<file path="src/rtl/activity_led_pkg.sv">
// Shared definitions for the activity LED: drive modes, blink FSM encoding
// and the gap length multiplier between blink-code repetitions.
package activity_led_pkg;

    localparam logic [1:0] LED_OFF     = 2'b00;
    localparam logic [1:0] LED_DIRECT  = 2'b01;
    localparam logic [1:0] LED_STRETCH = 2'b10;
    localparam logic [1:0] LED_CODE    = 2'b11;

    localparam int unsigned GAP_MULT = 4;

    typedef enum logic [1:0] {
        ST_IDLE = 2'b00,
        ST_ON   = 2'b01,
        ST_OFF  = 2'b10,
        ST_GAP  = 2'b11
    } blink_state_e;

endpackage

</file>
<file path="src/rtl/activity_stretcher.sv">
// One-channel retriggerable pulse stretcher: any activity reloads the full
// count, and busy stays high until the counter has drained to zero.
module activity_stretcher #(
    parameter int unsigned STRETCH_CYCLES = 2097152
) (
    input  logic clk,
    input  logic rst,
    input  logic act,
    output logic busy
);

    localparam int unsigned CNT_W = $clog2(STRETCH_CYCLES + 1);
    localparam logic [CNT_W-1:0] CNT_LOAD = CNT_W'(STRETCH_CYCLES);
    localparam logic [CNT_W-1:0] CNT_ONE  = CNT_W'(1);

    logic [CNT_W-1:0] cnt_d;
    logic [CNT_W-1:0] cnt_q;
    logic             busy_d;
    logic             busy_q;

    // Next count: reload on activity, otherwise drain without wrapping
    always_comb begin
        cnt_d = cnt_q;
        if (act) begin
            cnt_d = CNT_LOAD;
        end else if (cnt_q != '0) begin
            cnt_d = cnt_q - CNT_ONE;
        end else begin
            cnt_d = '0;
        end
        busy_d = (cnt_d != '0);
    end

    // Counter and registered busy flag
    always_ff @(posedge clk) begin
        if (rst) begin
            cnt_q  <= '0;
            busy_q <= 1'b0;
        end else begin
            cnt_q  <= cnt_d;
            busy_q <= busy_d;
        end
    end

    assign busy = busy_q;

endmodule

</file>
<file path="src/rtl/activity_led.sv">
// Activity indicator: per-channel stretchers feed a mode mux (off, raw,
// stretched, blink-code) whose result is PWM-gated into a registered LED.
module activity_led
    import activity_led_pkg::*;
#(
    parameter int unsigned CHANNELS       = 2,
    parameter int unsigned STRETCH_CYCLES = 2097152,
    parameter int unsigned BLINK_CYCLES   = 4194304,
    parameter int unsigned PWM_W          = 4
) (
    input  logic                clk,
    input  logic                rst,
    input  logic [CHANNELS-1:0] act,
    input  logic [1:0]          mode,
    input  logic [PWM_W-1:0]    brightness,
    output logic [CHANNELS-1:0] busy,
    output logic                led
);

    localparam int unsigned TMR_W = $clog2(GAP_MULT * BLINK_CYCLES + 1);
    localparam int unsigned FL_W  = $clog2(CHANNELS + 1);
    localparam logic [TMR_W-1:0] PHASE_LOAD = TMR_W'(BLINK_CYCLES);
    localparam logic [TMR_W-1:0] GAP_LOAD   = TMR_W'(GAP_MULT * BLINK_CYCLES);
    localparam logic [TMR_W-1:0] TMR_ONE    = TMR_W'(1);
    localparam logic [FL_W-1:0]  FL_ONE     = FL_W'(1);

    // Flash count for the lowest active channel (index + 1)
    function automatic logic [FL_W-1:0] first_flashes(input logic [CHANNELS-1:0] v);
        first_flashes = '0;
        for (int i = CHANNELS - 1; i >= 0; i--) begin
            if (v[i]) begin
                first_flashes = FL_W'(i + 1);
            end
        end
    endfunction

    logic [CHANNELS-1:0] busy_s;

    for (genvar i = 0; i < CHANNELS; i++) begin : g_ch
        activity_stretcher #(
            .STRETCH_CYCLES(STRETCH_CYCLES)
        ) u_stretcher (
            .clk (clk),
            .rst (rst),
            .act (act[i]),
            .busy(busy_s[i])
        );
    end

    logic [1:0]       mode_d,       mode_q;
    logic [PWM_W-1:0] brightness_d, brightness_q;
    logic [PWM_W-1:0] pwm_cnt_d,    pwm_cnt_q;
    logic             led_d,        led_q;
    blink_state_e     state_d,      state_q;
    logic [TMR_W-1:0] timer_d,      timer_q;
    logic [FL_W-1:0]  flashes_d,    flashes_q;
    logic             blink_d,      blink_q;
    logic             gate_s;
    logic             src_s;
    logic             tmr_done_s;

    assign tmr_done_s = (timer_q <= TMR_ONE);

    // PWM gate and mode mux; mode and brightness pass through a register first
    always_comb begin
        mode_d       = mode;
        brightness_d = brightness;
        pwm_cnt_d    = pwm_cnt_q + PWM_W'(1);
        gate_s       = (pwm_cnt_q < brightness_q) | (&brightness_q);
        case (mode_q)
            LED_OFF:     src_s = 1'b0;
            LED_DIRECT:  src_s = |act;
            LED_STRETCH: src_s = |busy_s;
            LED_CODE:    src_s = blink_q;
            default:     src_s = 1'b0;
        endcase
        led_d = src_s & gate_s;
    end

    // Blink-code sequencer; leaving code mode discards any sequence in flight
    always_comb begin
        state_d   = state_q;
        timer_d   = timer_q;
        flashes_d = flashes_q;
        blink_d   = blink_q;
        if (mode != LED_CODE) begin
            state_d   = ST_IDLE;
            timer_d   = '0;
            flashes_d = '0;
            blink_d   = 1'b0;
        end else begin
            case (state_q)
                ST_IDLE: begin
                    if (|busy_s) begin
                        state_d   = ST_ON;
                        flashes_d = first_flashes(busy_s);
                        timer_d   = PHASE_LOAD;
                        blink_d   = 1'b1;
                    end else begin
                        state_d = ST_IDLE;
                    end
                end
                ST_ON: begin
                    if (tmr_done_s) begin
                        state_d   = ST_OFF;
                        flashes_d = flashes_q - FL_ONE;
                        timer_d   = PHASE_LOAD;
                        blink_d   = 1'b0;
                    end else begin
                        timer_d = timer_q - TMR_ONE;
                    end
                end
                ST_OFF: begin
                    if (tmr_done_s && (flashes_q != '0)) begin
                        state_d = ST_ON;
                        timer_d = PHASE_LOAD;
                        blink_d = 1'b1;
                    end else if (tmr_done_s) begin
                        state_d = ST_GAP;
                        timer_d = GAP_LOAD;
                    end else begin
                        timer_d = timer_q - TMR_ONE;
                    end
                end
                ST_GAP: begin
                    if (tmr_done_s) begin
                        state_d = ST_IDLE;
                        timer_d = '0;
                    end else begin
                        timer_d = timer_q - TMR_ONE;
                    end
                end
                default: begin
                    state_d   = ST_IDLE;
                    timer_d   = '0;
                    flashes_d = '0;
                    blink_d   = 1'b0;
                end
            endcase
        end
    end

    // All top-level state
    always_ff @(posedge clk) begin
        if (rst) begin
            mode_q       <= LED_OFF;
            brightness_q <= '0;
            pwm_cnt_q    <= '0;
            led_q        <= 1'b0;
            state_q      <= ST_IDLE;
            timer_q      <= '0;
            flashes_q    <= '0;
            blink_q      <= 1'b0;
        end else begin
            mode_q       <= mode_d;
            brightness_q <= brightness_d;
            pwm_cnt_q    <= pwm_cnt_d;
            led_q        <= led_d;
            state_q      <= state_d;
            timer_q      <= timer_d;
            flashes_q    <= flashes_d;
            blink_q      <= blink_d;
        end
    end

    assign busy = busy_s;
    assign led  = led_q;

endmodule

</file>
<file path="config.mk">
export PLATFORM = sky130hd
export DESIGN_NAME = activity_led
export DESIGN_NICKNAME = d
export VERILOG_FILES = /design/src/rtl/activity_led_pkg.sv /design/src/rtl/activity_stretcher.sv /design/src/rtl/activity_led.sv
export SDC_FILE = /design/constraint.sdc
export NUM_CORES = 1
export LEC_CHECK = 0
export BUFFER_PORTS_ARGS = -buffer_cell sky130_fd_sc_hd__buf_2
export CAP_MARGIN = 20
export CORE_ASPECT_RATIO = 0.6
export CORE_MARGIN = 4
export CORE_UTILIZATION = 49
export CTS_CLUSTER_SIZE = 16
export DETAILED_ROUTE_END_ITERATION = 8
export GPL_ROUTABILITY_DRIVEN = 1
export PLACE_DENSITY = 0.76
export SLEW_MARGIN = 5
export SYNTH_ARGS = -nofsm -noshare
export SYNTH_HDL_FRONTEND = slang
export SYNTH_SLANG_ARGS = --single-unit
</file>
<file path="constraint.sdc">
create_clock -name clk -period 5.2 [get_ports clk]
set_input_delay 1.3 -clock clk [delete_from_list [all_inputs] [get_ports clk]]
set_output_delay 1.3 -clock clk [all_outputs]
set_load 0.01 [all_outputs]
</file>
==> impl_metrics.ini, run 1 <==
[outcome]
outcome = complete, no violations

[yosys]
synthTopCellsByCount = dfxtp_1 (87), nor2_1 (85), nand2_1 (38), a21oi_1 (32), nor3_1 (27)
syn-num-nets = 593
synth_area_um2 = 4670
synth_edf_count = 0
ys.flop_type = dfxtp_1
synth_area_leaders = dfxtp_1 (37%), nor2_1 (6.8%), xnor2_1 (4.3%)
yosysMostFrequentCell = dfxtp_1
yosysUniqueCellTypes = 68
syn_area_per_cell_um2 = 8.13
async_flop_share = 0
synth-seq-area-share = 0.373
synth_seq_cells = 87
synth_largest_area_cell = dfxtp_1
yosysWarningCount = 0
synth_top_area_share = 0.373
synthCells = 574

[sta]
period_needed_ps = 3040
setup_viol = 0
skew_ps = 13.4
clock.fmax_ghz = 0.329
maxSlewViolCount = 0
slew_headroom = 0.313
rsz0062_at_grt = false
worstMarginPinSlew_ps = 1020
hold_violations = 0
setup_tns_ps = 0
timing.final.crit_share = 0.585

[global_routing]
grt_pass1_wl_um = 17900
grt_overflow = 0
use_met2 = 0.268
first_global_vias = 3747
grt_max_degree = 29
met3_usage = 0.0524
use_met1 = 0.285
grt-busiest-layer = met1
globalRouteTotalUtil = 0.192
antenna_found_initial = 0

[critical_path]
cp.arrival_ps = 3240
rr_endpoint = g_ch[1].u_stretcher.busy
path_max_fanout = 10
reg2reg_depth = 8
cp-startpoint = g_ch[1].u_stretcher.cnt_q[0]
endpoint_kind = flip-flop
rrSetupSlack_ps = 2160
crit_required_ps = 5400
r2r-start = g_ch[1].u_stretcher.cnt_q[0]
start_kind = flip-flop
worstSetupPathType = reg2reg

[placed_design]
port_buffers = 12
dpl.hpwl_um = 7500
gp_congestion = 0.898

[floorplanning]
die_area_um2 = 11200
core_area_um2 = 9220
start_util = 0.506
rows = 27
die_h_um = 83.6
die_width_um = 134
io_pins = 13

[clock_tree]
hold_buffers = 0
cts.sinks = 87
htree_levels = 3
clockRootBuffer = clkbuf_16
clockBufferDepth = 2
post-cts-setup-buffers = 0
cts_tree = yes
cts_resized = 0
insertion_delay_ps = 340
numCtsBuffers = 9
cts.clk_slew.worst_paths_ps = 70

[cells_and_area]
n_fill_cell = 841
antenna_cells = 0
multi_input_area_um2 = 2720
syn2layout_area_growth_pct = 8.69
fin_util = 0.550
area.sequential_um2 = 1740
nNetsFinal = 585
drive_gt1_frac = 0.0718

[min_path]
hold_start = g_ch[0].u_stretcher.cnt_q[0]
hold_end = g_ch[0].u_stretcher.cnt_q[0]
min_path_type = reg2reg
whs_path_depth = 1

[run]
max_cap_viol_count = 0

[power_and_ir_drop]
ir_worst_vdd_v = 0.000384
power.density_nw_per_um2 = 765
leakagePower_nw = 1.94

[route]
finalWirelength_um = 10700
viasPerCell = 6.10
post_drt_wl_per_cell_um = 15.3
dr.pass1.iters = 5
vias = 4273
drtAntennaViolNets = 0
dr.first_iter.drc_count = 336
drcViolationCount = 0
==> cells by family after synthesis <==
group	share of synthesized area
multiplexers	0.00214
AO/OA/AOI/OAI	0.192
adder cells (fa/ha/maj)	0.0241
XOR/XNOR	0.0676
flip-flops	0.373
buffers and inverters	0.0461
AND/OR/NAND/NOR	0.295
==> critical path: stages (launching register included) <==
cell	delay (ps)
dfxtp_1	390
inv_1	90
ha_1	330
nor3b_2	580
nand4_1	450
nor4_1	390
o311ai_1	160
a2111oi_2	400
o21ai_1	120
==> stage by stage <==
stage | total power, mW | setup slack [ps] | cell area (um2) | instances | hold WS (ps)
after floorplan | 2.76 | 2700 | 4670 | 574 | 425
after global placement | 3.07 | 2260 | 4750 | 685 | 447
after detailed placement | 3.13 | 2110 | 4750 | 685 | 454
after CTS | 3.84 | 2120 | 5070 | 701 | 470
after global routing | 4.17 | 1930 | 5070 | 701 | 488
final | 3.88 | 2160 | 5070 | 701 | 470
==> layout by cell type, fill, tap and decap left out, drive strengths merged, types with 10 or more instances in the layout <==
cell type,count
buf,13
inv,19
a31oi,11
nor2,85
nand2,38
o31ai,12
xor2,13
nand3,16
clkbuf,10
a21oi,32
nor4,18
o21ai,20
or3,10
a311oi,13
nor3,28
xnor2,23
dfxtp,87
==> sequential cells by signal, indices dropped and copies added (netlist names) <==
signal	flops
timer_q	25
led	1
g_ch.u_stretcher.busy	2
blink_q	1
pwm_cnt_q	4
g_ch.u_stretcher.cnt_q	44
flashes_q	2
mode_q	2
brightness_q	4
state_q	2
==> routing by layer <==
layer  vias to the layer above  wire (um)
met5                         -          0
met4                         0        183
met3                        23        766
met2                       166       4350
met1                      1998       5410
li1                       2086          -
==> final cells by class <==
| class | count | share of cell area |
|---|---|---|
| Clock buffer | 10 | 0.0451 |
| Timing Repair Buffer | 13 | 0.0133 |
| Sequential cell | 87 | 0.343 |
| Inverter | 17 | 0.0126 |
| Multi-Input combinational cell | 438 | 0.536 |
| Clock inverter | 6 | 0.0180 |
| Tap cell | 130 | 0.0321 |
==> worst max-delay path by stage <==
stage	endpoint	slack (ps)	depth (start not counted)
floorplan	g_ch[1].u_stretcher.busy	2700	10
detailed placement	g_ch[1].u_stretcher.busy	2110	8
global placement	g_ch[1].u_stretcher.busy	2260	8
finish	g_ch[1].u_stretcher.busy	2160	8
CTS	g_ch[1].u_stretcher.busy	2120	8
global route	g_ch[1].u_stretcher.busy	1930	8
==> power breakdown <==
part           leakage [nW]  switching (mW)  internal [mW]  total (mW)
Combinational          1.07            1.20          0.867        2.07
Sequential            0.710           0.268          0.847        1.12
Clock                 0.157           0.272          0.424       0.697
No activity file was read; power rests on OpenSTA's default activity.
==> inputs of run 2 (changes only) <==
Settings changed: PLACE_DENSITY 0.76 to 0.79.
Clock period 5.2 ns to 2.48 ns, I/O delays scaled along.
==> impl_metrics.ini, run 2 (synthesis results as in run 1) <==
[cells_and_area]
syn2layout_area_growth_pct = 15.1
nNetsFinal = 621
n_fill_cell = 807
top_register = g_ch.u_stretcher.cnt_q
largest_registers = g_ch.u_stretcher.cnt_q x44, timer_q x25
antenna_cells = 0
layout_common_cells = dfxtp_1 (87), nor2_1 (85), nand2_1 (38)
final_common_cell = dfxtp_1
drive_gt1_frac = 0.134
largest_register_ffs = 44

[floorplanning]
start_util = 0.506
io_pins = 13
die_area_um2 = 11200
core_area_um2 = 9220
rows = 27
die_width_um = 134
die_h_um = 83.6

[sta]
slew_headroom = 0.553
maxSlewViolCount = 0
clock.fmax_ghz = 0.414
skew_ps = 7.20
worstMarginPinSlew_ps = 669
hold_violations = 0
setup_viol = 0
hold_ws_ps = 470
period_needed_ps = 2410
timing.final.crit_share = 0.974

[route]
dr.first_iter.drc_count = 489
finalWirelength_um = 11200
post_drt_wl_per_cell_um = 15.3
drtAntennaViolNets = 0
dr.pass1.iters = 5
vias = 4377
drcViolationCount = 0
viasPerCell = 5.96

[clock_tree]
hold_buffers = 0
numCtsBuffers = 9
htree_levels = 3
cts.sinks = 87
cts.clk_slew.worst_paths_ps = 60
insertion_delay_ps = 330
clockRootBuffer = clkbuf_16
clockBufferDepth = 2
cts_tree = yes

[placed_design]
gp_congestion = 0.945
dpl.hpwl_um = 7870
port_buffers = 12

[power_and_ir_drop]
total_power_mw = 8.79
switching_share = 0.436
clkPwrFrac = 0.145
seqPwrFrac = 0.256
comb_power_share = 0.599
ir_worst_vdd_v = 0.00101
power.density_nw_per_um2 = 1640
internal-power_mw = 4.96
leakagePower_nw = 2.11
power.switching_mw = 3.83

[global_routing]
antenna_found_initial = 0
grt_pass1_wl_um = 18900
grt_max_degree = 22
globalRouteTotalUtil = 0.201
grt_overflow = 0
first_global_vias = 3960

[critical_path]
start_kind = flip-flop
crit_required_ps = 2700
cp.arrival_ps = 2630
rrSetupSlack_ps = 70
path_max_fanout = 5
endpoint_kind = flip-flop
worstSetupPathType = reg2reg

[run]
max_cap_viol_count = 0

[outcome]
outcome = complete, no violations

[min_path]
min_path_type = reg2reg
-- run 2: worst paths after layout --
kind | startpoint | end | cells after the start
hold / removal | pwm_cnt_q[0] | pwm_cnt_q[0] | 1
setup reg to reg | g_ch[0].u_stretcher.cnt_q[0] | g_ch[0].u_stretcher.busy | 8
hold reg to reg | pwm_cnt_q[0] | pwm_cnt_q[0] | 1
setup / recovery | g_ch[0].u_stretcher.cnt_q[0] | g_ch[0].u_stretcher.busy | 8
-- run 2: per-layer routing --
metal / wire length, um / vias up / GRT usage
met3: 953 / 11 / 0.0536
li1: - / 2154 / -
met1: 5460 / 2045 / 0.298
met2: 4730 / 167 / 0.288
met5: 0 / - / 0
met4: 93 / 0 / 0.0514
-- run 2: per-stage QoR --
stage / setup slack, ps / TNS [ps] / utilization / cells / cell area, um2
floorplan: 39.3 / 0 / - / 574 / 4670
global placement: 43.3 / 0 / 0.544 / 718 / 5020
detailed placement: -105 / -105 / 0.544 / 718 / 5020
CTS: 9.06 / 0 / 0.575 / 731 / 5300
global route: -41.2 / -41.2 / 0.583 / 734 / 5370
finish: 65.1 / 0 / 0.583 / 734 / 5370
-- run 2: power by group through the flow --
stage               sequential [mW]  combinational, mW  clock, mW
floorplan                      2.09               3.70          0
global placement               2.23               4.76          0
detailed placement             2.24               4.87          0
CTS                            2.22               4.98       1.31
global route                   2.31               5.78       1.37
finish                         2.25               5.26       1.28
-- run 2: final cells by class --
| type | count | area, um2 | area share |
|---|---|---|---|
| multi-input combinational | 438 | 2790 | 0.519 |
| sequential | 87 | 1740 | 0.324 |
| timing repair buffer | 49 | 350 | 0.0652 |
| clock buffer | 11 | 233 | 0.0433 |
| tap | 130 | 163 | 0.0303 |
| inverter | 17 | 63.8 | 0.0119 |
| clock inverter | 2 | 35.0 | 0.00652 |
-- run 2: what timing repair did --
| action | 4_1_cts | 5_1_grt |
|---|---|---|
| gates cloned | 0 | 0 |
| endpoints found under the setup margin | 1 | 23 |
| resized for setup | 3 | 10 |
| buffers inserted | 0 | 3 |
| pin swaps | 0 | 4 |
-- run 2: worst max-delay path, stage by stage (launching register included) --
cell and delay [ps]:
dfxtp_1 340, inv_1 90, ha_1 220, o21ai_0 200, or3b_2 500, a2111oi_2 360, o221ai_1 180, a2111oi_2 280
a21oi_1 110
==> inputs of run 3 (changes only) <==
Settings changed: ABC_AREA from default to 1, CORE_ASPECT_RATIO 0.6 to default.
==> impl_metrics.ini, run 3 <==
[yosys]
yosysWarningCount = 0
synth_edf_count = 0
syn_area_per_cell_um2 = 6.55
synth_seq_cells = 87
ys.flop_type = dfxtp_1
synth_area_leaders = dfxtp_1 (35%), nor2_1 (12%), nand2_1 (12%)
synth_area_um2 = 5020
synth_top_area_share = 0.347
syn-num-nets = 786
yosysMostFrequentCell = nor2_1
synthTopCellsByCount = nor2_1 (164), nand2_1 (160), inv_1 (97), dfxtp_1 (87), nand3_1 (51)
synth_largest_area_cell = dfxtp_1
synthCells = 767
synth-seq-area-share = 0.347
yosysUniqueCellTypes = 38
async_flop_share = 0

[cells_and_area]
syn2layout_area_growth_pct = 7.10
fin_util = 0.546
fin_cells = 914
drive_gt1_frac = 0.0922
nNetsFinal = 795
largest_registers = g_ch.u_stretcher.cnt_q x44, timer_q x25
layout_common_cells = nor2_1 (164), nand2_1 (160), inv_1 (97)
final_common_cell = nor2_1
largest_register_ffs = 44
n_fill_cell = 942
antenna_cells = 0
top_register = g_ch.u_stretcher.cnt_q

[clock_tree]
cts_tree = yes
cts.clk_slew.worst_paths_ps = 90
clockRootBuffer = clkbuf_8
cts_resized = 0
htree_levels = 3
clockBufferDepth = 2
cts.sinks = 87
numCtsBuffers = 9
post-cts-setup-buffers = 0
insertion_delay_ps = 360
hold_buffers = 0

[placed_design]
port_buffers = 12
dpl_worst_slack_ps = 350
dpl.hpwl_um = 7820
placed_cells = 898
gp_congestion = 0.920

[route]
vias = 4587
drcViolationCount = 0
drtAntennaViolNets = 0
dr.first_iter.drc_count = 301
viasPerCell = 5.02
dr.pass1.iters = 4
post_drt_wl_per_cell_um = 11.3
finalWirelength_um = 10300

[critical_path]
cp-startpoint = g_ch[1].u_stretcher.cnt_q[0]
worstSetupPathType = reg2reg
endpoint_kind = flip-flop
start_kind = flip-flop
rrSetupSlack_ps = 330
crit_required_ps = 2700
r2r-start = g_ch[1].u_stretcher.cnt_q[0]
path_max_fanout = 11
cp.arrival_ps = 2380

[global_routing]
grt_pass1_wl_um = 18100
globalRouteTotalUtil = 0.188
grt_max_degree = 57
grt_overflow = 0
first_global_vias = 4120
antenna_found_initial = 0

[run]
max_cap_viol_count = 0

[sta]
slew_headroom = 0.626
clock.fmax_ghz = 0.464
rsz0062_at_grt = false
skew_ps = 18.1
period_needed_ps = 2150
setup_tns_ps = 0
maxSlewViolCount = 0
hold_violations = 0
timing.final.crit_share = 0.869
worstMarginPinSlew_ps = 561
setup_slack_ps = 326
setup_viol = 0

[min_path]
hold_start = g_ch[1].u_stretcher.cnt_q[0]
min_path_type = reg2reg

[floorplanning]
io_pins = 13
die_h_um = 109
die_area_um2 = 11900
rows = 36
start_util = 0.509
die_width_um = 109
core_area_um2 = 9860

[outcome]
outcome = complete, no violations
-- run 3: cell families after synthesis --
group | share of synthesized area
AOI/OAI and AO/OA | 0.0707
xor gates and xnor gates | 0.0488
and+or+nand+nor | 0.412
adders and majority gates | 0.0224
DFF | 0.347
buffers and inverters | 0.0999
-- run 3: stage by stage --
stage,hold slack [ps],cell area (um2)
2_1_floorplan,401,5020
4_1_cts,431,5380
6_report,428,5380
3_3_place_gp,409,5160
3_5_place_dp,419,5160
5_1_grt,441,5380
-- run 3: final cells by class --
class | instances | area, um2 | share of cell area
clock buffers | 11 | 141 | 0.0263
flip-flops and latches | 87 | 1740 | 0.324
clock inverters | 5 | 81.3 | 0.0151
repair buffers | 15 | 82.6 | 0.0153
multi-input cells | 560 | 2780 | 0.517
well taps | 133 | 166 | 0.0309
inverters | 103 | 387 | 0.0718
-- run 3: worst paths after layout --
check / to / depth (start not counted)
worst max-delay path: g_ch[1].u_stretcher.busy / 11
worst min-delay path: g_ch[1].u_stretcher.cnt_q[0] / 1
worst max register to register: g_ch[1].u_stretcher.busy / 11
worst min register to register: g_ch[1].u_stretcher.cnt_q[0] / 1
-- run 3: worst max-delay path: stages (launching register included) --
cell and delay [ps]:
dfxtp_1 320, inv_1 80, ha_1 320, nand2_2 130, nor2_4 200, nand3_1 350
nand4_1 240, nand2_1 70, nor2_1 110, nand2_1 60, nor2_1 80, a21oi_1 60
-- run 3: layer usage --
metal | part of all wire | vias up | track usage
met5 | 0 | - | 0
met2 | 0.45 | 90 | 0.304
met1 | 0.49 | 2047 | 0.257
met4 | 0.016 | 0 | 0.0739
li1 | - | 2437 | -
met3 | 0.042 | 13 | 0.0231
Power of run 3 is left out: the tool's default activity adds up to more than one toggle a clock period on the data nets, which glitch-free logic cannot reach.
